==> config.mk <==
export PLATFORM = sky130hd
export DESIGN_NAME = bram_result_reader
export DESIGN_NICKNAME = d
export VERILOG_FILES = /design/src/rtl/bram_rd_defs.sv /design/src/rtl/bram_rd_fifo.sv /design/src/rtl/bram_result_reader.sv
export SDC_FILE = /design/constraint.sdc
export NUM_CORES = 1
export LEC_CHECK = 0
export ABC_AREA = 1
export CAP_MARGIN = 15
export CORE_ASPECT_RATIO = 0.75
export CORE_MARGIN = 5
export CORE_UTILIZATION = 44
export CTS_CLUSTER_SIZE = 20
export DETAILED_ROUTE_END_ITERATION = 8
export GPL_TIMING_DRIVEN = 0
export PLACE_DENSITY = 0.77
export SLEW_MARGIN = 20
export SYNTH_ARGS = -nofsm -noshare
export SYNTH_HDL_FRONTEND = slang
export SYNTH_SLANG_ARGS = --single-unit
==> constraint.sdc <==
create_clock -name clk -period 2.75 [get_ports clk]
set_clock_uncertainty 0.15 [all_clocks]
set_input_delay 0.275 -clock clk [delete_from_list [all_inputs] [get_ports clk]]
set_output_delay 0.275 -clock clk [all_outputs]
set_load 0.03 [all_outputs]
==> src/rtl/bram_rd_defs.sv <==
// Shared definitions for the BRAM result reader: FSM state encoding,
// BRAM read latency and the idle write-enable pattern.
package bram_rd_defs;

  typedef enum logic [1:0] {
    IDLE  = 2'd0,
    ISSUE = 2'd1,
    DRAIN = 2'd2,
    DONE  = 2'd3
  } rd_state_t;

  localparam int         BRAM_RD_LAT = 1;
  localparam logic [3:0] BRAM_W_IDLE = 4'b0000;

endpackage

==> src/rtl/bram_rd_fifo.sv <==
// Small power-of-two FIFO buffering BRAM read data ahead of the output stream.
// Push and pop may occur in the same cycle; count reflects registered occupancy.
module bram_rd_fifo #(
  parameter int DEPTH  = 2,
  parameter int DATA_W = 32
) (
  input  logic                       clk,
  input  logic                       rst,
  input  logic                       i_push,
  input  logic [DATA_W-1:0]          i_data,
  input  logic                       i_pop,
  output logic [DATA_W-1:0]          o_data,
  output logic                       o_empty,
  output logic [$clog2(DEPTH):0]     o_count
);

  localparam int PW = $clog2(DEPTH);
  localparam int CW = PW + 1;

  logic [DATA_W-1:0] r_mem [DEPTH];
  logic [PW-1:0]     r_wr_ptr;
  logic [PW-1:0]     r_rd_ptr;
  logic [CW-1:0]     r_count;

  // Control: pointers and occupancy; natural wrap since DEPTH is a power of two
  always_ff @(posedge clk or posedge rst) begin
    if (rst) begin
      r_wr_ptr <= '0;
      r_rd_ptr <= '0;
      r_count  <= '0;
    end else begin
      if (i_push) r_wr_ptr <= r_wr_ptr + PW'(1);
      if (i_pop)  r_rd_ptr <= r_rd_ptr + PW'(1);
      case ({i_push, i_pop})
        2'b10:   r_count <= r_count + CW'(1);
        2'b01:   r_count <= r_count - CW'(1);
        default: r_count <= r_count;
      endcase
    end
  end

  always_ff @(posedge clk) begin
    if (i_push) r_mem[r_wr_ptr] <= i_data;
  end

  assign o_data  = r_mem[r_rd_ptr];
  assign o_empty = (r_count == '0);
  assign o_count = r_count;

endmodule

==> src/rtl/bram_result_reader.sv <==
// Read-side BRAM master: fetches word_cnt words from base_addr and streams them
// on a valid/ready port. Define BRAM_RD_CHECKSUM_EN to add a running checksum output.
module bram_result_reader
  import bram_rd_defs::*;
#(
  parameter int ADDR_W    = 32,
  parameter int CNT_W     = 16,
  parameter int ADDR_STEP = 4,
  parameter int BUF_DEPTH = 2
) (
  input  logic              clk,
  input  logic              rst,
  input  logic              start,
  input  logic [ADDR_W-1:0] base_addr,
  input  logic [CNT_W-1:0]  word_cnt,
  output logic              busy,
  output logic              finish,
  output logic              R_req,
  output logic [ADDR_W-1:0] addr,
  input  logic [31:0]       R_data,
  output logic [3:0]        W_req,
  output logic [31:0]       W_data,
  output logic              out_valid,
  input  logic              out_ready,
  output logic [31:0]       out_data
`ifdef BRAM_RD_CHECKSUM_EN
  ,output logic [31:0]      checksum
`endif
);

  localparam int CW = $clog2(BUF_DEPTH) + 1;
  localparam int OW = CW + 1;

  rd_state_t               r_state;
  rd_state_t               w_state_nxt;
  logic [ADDR_W-1:0]       r_addr;
  logic [CNT_W-1:0]        r_left;
  logic [BRAM_RD_LAT-1:0]  r_inflight;

  logic                    w_accept;
  logic                    w_issue;
  logic                    w_push;
  logic                    w_pop;
  logic                    w_empty;
  logic [CW-1:0]           w_count;
  logic [31:0]             w_fifo_data;
  logic [OW-1:0]           w_occ_eff;
  logic                    w_credit;
  logic                    w_drained;

  function automatic logic [OW-1:0] inflight_cnt(input logic [BRAM_RD_LAT-1:0] v);
    logic [OW-1:0] n;
    n = '0;
    for (int i = 0; i < BRAM_RD_LAT; i++) n = n + OW'(v[i]);
    return n;
  endfunction

  assign w_accept = (r_state == IDLE) && start;
  assign w_push   = r_inflight[BRAM_RD_LAT-1];
  assign w_pop    = !w_empty && out_ready;

  // A word popped this cycle frees its slot before any read issued now returns,
  // so the credit check uses post-pop occupancy to sustain one word per cycle.
  assign w_occ_eff = OW'(w_count) + inflight_cnt(r_inflight) - OW'(w_pop);
  assign w_credit  = (w_occ_eff < OW'(BUF_DEPTH));
  assign w_drained = (w_occ_eff == '0);

  always_ff @(posedge clk or posedge rst) begin
    if (rst) r_state <= IDLE;
    else     r_state <= w_state_nxt;
  end

  always_comb begin
    w_state_nxt = r_state;
    w_issue     = 1'b0;
    case (r_state)
      IDLE: begin
        if (start) w_state_nxt = (word_cnt == '0) ? DONE : ISSUE;
      end
      ISSUE: begin
        w_issue = w_credit;
        if (w_credit && (r_left == CNT_W'(1))) w_state_nxt = DRAIN;
      end
      DRAIN: begin
        if (w_drained) w_state_nxt = DONE;
      end
      DONE:    w_state_nxt = IDLE;
      default: w_state_nxt = IDLE;
    endcase
  end

  // Issue stage: address/count registers and in-flight tracking
  always_ff @(posedge clk or posedge rst) begin
    if (rst) begin
      r_addr     <= '0;
      r_left     <= '0;
      r_inflight <= '0;
    end else begin
      r_inflight <= BRAM_RD_LAT'({r_inflight, w_issue});
      if (w_accept) begin
        r_addr <= base_addr;
        r_left <= word_cnt;
      end else if (w_issue) begin
        r_addr <= r_addr + ADDR_W'(ADDR_STEP);
        r_left <= r_left - CNT_W'(1);
      end
    end
  end

  // Capture stage: read data lands in the buffer one cycle after its request
  bram_rd_fifo #(
    .DEPTH  (BUF_DEPTH),
    .DATA_W (32)
  ) u_fifo (
    .clk     (clk),
    .rst     (rst),
    .i_push  (w_push),
    .i_data  (R_data),
    .i_pop   (w_pop),
    .o_data  (w_fifo_data),
    .o_empty (w_empty),
    .o_count (w_count)
  );

`ifdef BRAM_RD_CHECKSUM_EN
  logic [31:0] r_checksum;

  always_ff @(posedge clk or posedge rst) begin
    if (rst)           r_checksum <= '0;
    else if (w_accept) r_checksum <= '0;
    else if (w_pop)    r_checksum <= r_checksum + w_fifo_data;
  end

  assign checksum = r_checksum;
`endif

  assign R_req     = w_issue;
  assign addr      = r_addr;
  assign W_req     = BRAM_W_IDLE;
  assign W_data    = '0;
  assign busy      = (r_state != IDLE);
  assign finish    = (r_state == DONE);
  assign out_valid = !w_empty;
  assign out_data  = w_empty ? '0 : w_fifo_data;

endmodule

# == After elaboration in Yosys (flattened, before gate mapping) ==
# Memories as Yosys holds them, arrays and structs flattened.
# Index checks and enable logic that the tools add are counted.
# word_totals
inputBits,84
ramBits,64
ff_bits,55
output_inout_bits,104
memories,1
wordCells,52
# mem_list
memory,words,word_bits,read_ports,rd_ports_with_merged_regs,wr,line,source
u_fifo.r_mem,2,32,1,0,1,bram_rd_fifo.sv:20,logic [DATA_W-1:0] r_mem [DEPTH];
# op_classes
n_reduce_logical,12
n_eq_ne,9
n_addsub,8
n_lt_le_gt_ge,1
n_mux,14
# op_table
op,n
2-to-1 mux 32 bit,3
"adder 32 x 3 -> 32 bit, second input constant",1
2-to-1 mux 16 bit,2
"== test 16 x 1 -> 1 bit, second input constant",1
logical NOT 16 bit,1
"subtractor 16 x 1 -> 16 bit, second input constant",1
2-to-1 mux 2 bit,4
case mux 2 bit (4 select lines),1
"== test 2 bit, second input constant",3
"!= test 2 bit, second input constant",3
nonzero test 2 bit,3
"== test 2 x 1 -> 1 bit, second input constant",2
logical NOT 2 bit,2
case mux 2 bit (2 select lines),1
adder 2 x 1 -> 3 bit,1
logical AND 1 bit,3
logical NOT 3 bit,1
"< comparator 3 x 2 -> 1 bit, second input constant",1
2-to-1 mux 1 bit,3
AND reduction 3 bit,1
subtractor 3 x 1 -> 3 bit,1
"adder 1 bit, second input constant",2
"adder 2 x 1 -> 2 bit, second input constant",1
"subtractor 2 x 1 -> 2 bit, second input constant",1
logical NOT 1 bit,1

# == Depth between registers and ports, before layout ==
# logic_depth
word_depth,8
mapped_depth,19
depth_no_buf,18

# == Hierarchy ==
# A second synthesis with hierarchy kept.
# hier_totals
hier_cells,876
hier_area_um2,7124.3
# modules_own_cells
mod,cells_each,area_each_um2,seq_area_each_um2,instances
bram_result_reader,685,4419.2,1276.2,1
bram_rd_fifo,191,2705.1,2021.9,1

# == Worst setup path after synthesis ==
# No wires, ideal clock.
# synth_path
kind,register -> register
startpoint,register u_fifo.r_count[1] (netlist: u_fifo.o_count[1])
endpoint,register r_left[15]
slack_ps,140
setup_ps,65
stages_incl_launch_ff,14
required_time_ps,2535
n_path_buf,1
synth_period_minus_slack_ps,2610
t_arrival_ps,2396
path_cell_list,dfrtp_1 -> nor2_2 -> o21ai_0 -> nand2_1 -> ha_1 -> inv_1 -> fa_1 -> nand3_2 -> nor2_4 -> nand2_4 -> clkinv_4 -> buf_8 -> nand3_1 -> nand2_1
# synth_between
elab_chain_len,7
word_cells_on_any_way,8
cone_classes,add/sub: 2; order compare: 1; mux: 1; reduce/logical: 4
# synth_rtl
item,line,source
"start, declared",bram_rd_fifo.sv:23,logic [CW-1:0] r_count;
"start signal, assigned",bram_rd_fifo.sv:35,2'b10: r_count <= r_count + CW'(1);
"start signal, assigned",bram_rd_fifo.sv:36,2'b01: r_count <= r_count - CW'(1);
"start signal, assigned",bram_rd_fifo.sv:37,default: r_count <= r_count;
"parallel branches: the longest is 3 deep, another holds adder 2 x 1 -> 3 bit",n/a,
subtractor 3 x 1 -> 3 bit (*),bram_result_reader.sv:64,assign w_occ_eff = OW'(w_count) + inflight_cnt(r_inflight) - OW'(w_pop);
< comparator 3 x 2 -> 1 bit (*),bram_result_reader.sv:65,assign w_credit = (w_occ_eff < OW'(BUF_DEPTH));
2-to-1 mux 1 bit (*),bram_result_reader.sv:76,case (r_state)
via R_req,bram_result_reader.sv:18,"output logic R_req,"
nonzero test 2 bit (no line) (*),n/a,
"end signal, assigned",bram_result_reader.sv:102,r_left <= word_cnt;
"end signal, assigned",bram_result_reader.sv:105,r_left <= r_left - CNT_W'(1);
"end, declared",bram_result_reader.sv:37,logic [CNT_W-1:0] r_left;
# Mark *: on every way through the listed nets, which the timed path passes.
# A chain may end at the register's enable or synchronous reset.

# == Worst setup path in the final report ==
# layout_path
startpoint,register u_fifo.r_count[1] (netlist: u_fifo.o_count[1])
endpoint,output port R_req
# layout_between
elab_chain_len,6
word_cells_on_any_way,7
cone_classes,add/sub: 2; order compare: 1; mux: 1; reduce/logical: 3
# layout_rtl
item,line
"parallel branches: the longest is 3 deep, another holds adder 2 x 1 -> 3 bit",n/a
subtractor 3 x 1 -> 3 bit (*),bram_result_reader.sv:64
< comparator 3 x 2 -> 1 bit (*),bram_result_reader.sv:65
2-to-1 mux 1 bit (*),bram_result_reader.sv:76
"end, declared",bram_result_reader.sv:18
# Every way passes the cells marked *.

==> flow_metrics.py <==
metrics = {
    "route": {
        "ant_nets": 0,
        "wl_per_cell_um": 14.4,
        "num_vias": 6052,
        "routed_wl_um": 18500,
        "drc_errors": 0,
        "viasPerCell": 4.71,
        "dr.pass1.iters": 5,
        "drtIter0Drc": 436,
    },
    "synthesis": {
        "yosysMostFrequentCell": "nand2_1",
        "synth_top_area_share_pct": 28.5,
        "synthFlopType": "edfxtp_1",
        "synth.largest_area_cell": "edfxtp_1",
        "synth_cell_types": 35,
        "synth_edf_count": 64,
        "synth-seq-area-share_pct": 49.0,
        "synth_commonest_cells": "313 x nand2_1, 93 x inv_1, 78 x nor2_1",
        "asyncSetResetFlopFracSynth_pct": 46.2,
        "ys_warn_count": 0,
        "synth_area_leaders": "edfxtp_1 29%, dfrtp_1 20%, nand2_1 17%, inv_1 5.2%, nor2_1 4.3%",
        "synthCells": 851,
        "synth_area_um2": 6730,
        "syn_area_per_cell_um2": 7.91,
        "ys_ff_latch": 119,
    },
    "critical_path": {
        "worstPathRequired_ps": 2330,
        "path_buf_inv": 2,
        "crit_path_start_kind": "flip-flop",
        "crit_family": "adder cells",
        "slowest_stage": "fa_2",
        "critical_path_class": "reg -> out",
        "crit_path_max_fanout": 3,
        "worstPathCellList": "nor2_4 -> o21ai_2 -> nand2_2 -> ha_1 -> inv_1 -> fa_2 -> nand3_2 -> nor2_4 -> buf_6",
        "cpPeakStageDelay_ps": 560,
        "worstPathArrival_ps": 2290,
        "cp_common_cell": "nor2_4",
        "setup.worst_path.end_class": "primary output",
    },
    "flow_run": {
        "drv_cap": 0,
    },
    "outcome": {
        "outcome": "finished clean",
    },
    "clock_network": {
        "cts.htree.levels": 4,
        "cts.path.max_buffers": 2,
        "cts_tree": "yes",
        "clock_latency_ps": 400,
        "cts.sinks": 119,
        "cts-root-buf": "clkbuf_16",
        "path_clk_slew_ps": 60,
        "numCtsBuffers": 17,
    },
    "placement": {
        "hpwl_um": 14100,
        "place_congestion": 0.922,
        "portBuffers": 151,
        "place_inst": 1244,
    },
    "timing": {
        "rsz0062_at_grt": "true",
        "drv_slew": 0,
        "tightest_slew_ps": 723,
        "fin_crit_sh_pct": 98.6,
        "fmax_ghz": 0.369,
        "finalCriticalPeriod_ps": 2710,
        "hold_viol": 0,
        "setup_viol": 0,
        "relSlewSlack_pct": 51.7,
    },
    "die": {
        "dieArea_um2": 17900,
        "row_count": 39,
        "die_w_um": 153,
        "start_util_pct": 44.5,
        "die_y_um": 117,
        "io_pins": 188,
        "core_um2": 15100,
    },
    "grt": {
        "antenna_found_initial": 1,
        "grt_pass1_vias": 5533,
        "grt_max_degree": 44,
        "grt_overflow_total": 0,
        "grt_usage_pct": 20.2,
        "grt_pass1_wl_um": 28300,
    },
    "power": {
        "pwr-share-clk_pct": 19.7,
        "vdd_drop_max_mv": 0.532,
        "power_switching_mw": 4.78,
        "power.density_nw_per_um2": 1120,
        "combPwrFrac_pct": 52.5,
        "sw_frac_of_total_pct": 45.4,
        "p_int_mw": 5.75,
        "total_leakage_power_nw": 4.54,
        "power.total_mw": 10.5,
        "power.share.sequential_pct": 27.8,
    },
    "final_layout": {
        "syn_to_final_growth_pct": 40.2,
        "fill_cells": 1307,
        "nNetsFinal": 1159,
        "stdcell_count": 1284,
        "drive_gt1_share_pct": 12.1,
    },
    "min_path": {
        "hold_class": "in -> reg",
    },
}
[cell families after synthesis]
| group | share of synthesized area (%) |
|---|---|
| buffers and inverters | 11.8 |
| other | 0.0557 |
| AOI/OAI and AO/OA | 6.23 |
| adders and majority gates | 1.97 |
| and+or+nand+nor | 28.2 |
| DFF | 49.0 |
| xor gates and xnor gates | 2.73 |
[per-layer routing]
metal  vias to the layer above  track usage (%)  part of all wire [%]
met4                         0             6.41                   1.3
met2                       194             32.1                    46
li1                       3042                -                     -
met5                         -                0                     0
met1                      2798             27.9                    46
met3                        18             4.81                   6.2
[flip-flops by register name, summed over array words and instances, names as in the netlist]
register / cells
u_fifo.r_mem: 64
r_inflight: 1
addr: 32
u_fifo.r_wr_ptr: 1
r_state: 2
u_fifo.o_count: 2
r_left: 16
u_fifo.r_rd_ptr: 1
[timing repair]
| action | in CTS | in global routing |
|---|---|---|
| hold buffers | 1 | 0 |
| pin swaps | 1 | 3 |
| endpoints found under the setup margin | 77 | 73 |
| setup buffers | 2 | 4 |
| hold endpoints to repair | 12 | 0 |
| resized for setup | 17 | 43 |
[power groups by stage]
stage | Sequential (mW) | Combinational, mW | Clock, mW
detailed placement | 2.94 | 5.39 | 0
CTS | 2.91 | 5.45 | 2.12
global route | 2.99 | 6.04 | 2.20
global placement | 2.94 | 5.28 | 0
floorplan | 3.25 | 3.09 | 0
finish | 2.93 | 5.53 | 2.08
[placed cells by master (no fill, tap or decap), types with 3 or more instances in the layout]
| cell | count |
|---|---|
| nand3_1 | 47 |
| xor2_1 | 18 |
| nand2_1 | 312 |
| nor2_1 | 76 |
| conb_1 | 36 |
| xnor2_1 | 3 |
| buf_6 | 7 |
| clkbuf_2 | 7 |
| or2_2 | 6 |
| clkinv_2 | 3 |
| buf_4 | 41 |
| o21ai_0 | 26 |
| buf_12 | 3 |
| clkbuf_16 | 17 |
| clkinv_4 | 7 |
| nor2_4 | 5 |
| clkdlybuf4s50_1 | 120 |
| a21oi_1 | 34 |
| inv_1 | 91 |
| edfxtp_1 | 64 |
| nor2_2 | 6 |
| buf_2 | 5 |
| nand4_1 | 3 |
| ha_1 | 9 |
| clkbuf_1 | 5 |
| o211ai_1 | 11 |
| dlymetal6s2s_1 | 28 |
| dfrtp_1 | 54 |
| nand2_2 | 7 |
[metrics by stage]
| step | hold WS (ps) | instance area [µm²] | TNS [ps] | setup slack [ps] | util [%] |
|---|---|---|---|---|---|
| floorplan | 224 | 6860 | 0 | 140 | - |
| global placement | 321 | 8630 | -41490 | -568 | 57.1 |
| detailed placement | 320 | 8690 | -9220 | -555 | 57.4 |
| finish | 260 | 9440 | 0 | 37.7 | 62.4 |
| global route | 246 | 9440 | -86.5 | -86.5 | 62.4 |
| CTS | 244 | 9290 | -65.3 | -65.3 | 61.4 |
[final cells by class]
class                           instances  area [µm²]  area share (%)
Sequential cell                       119        3300            35.0
Multi-Input combinational cell        610        2810            29.8
Timing Repair Buffer                  160        1690            17.9
Buffer                                 59         442            4.68
Clock buffer                           18         429            4.55
Inverter                               98         385            4.08
Tap cell                              205         256            2.72
Clock inverter                         14         130            1.38
Antenna cell                            1        2.50          0.0265
[worst min-delay path, delay by kind of cell]
family	cells	cell delay (ps)
buffers and inverters	1	400
and+or+nand+nor	2	100
[final timing paths]
path,slack [ps],endpoint,depth (start not counted),startpoint
setup / recovery,40,R_req,9,u_fifo.o_count[1]
hold / removal,260,addr[1],3,base_addr[1]
setup reg to reg,170,r_left[7],14,u_fifo.o_count[1]
hold reg to reg,340,addr[1],2,addr[1]
max in group asynchronous,1360,u_fifo.o_count[1],4,rst
min in group asynchronous,570,addr[14],3,rst
Power figures use the tool's default switching activity.
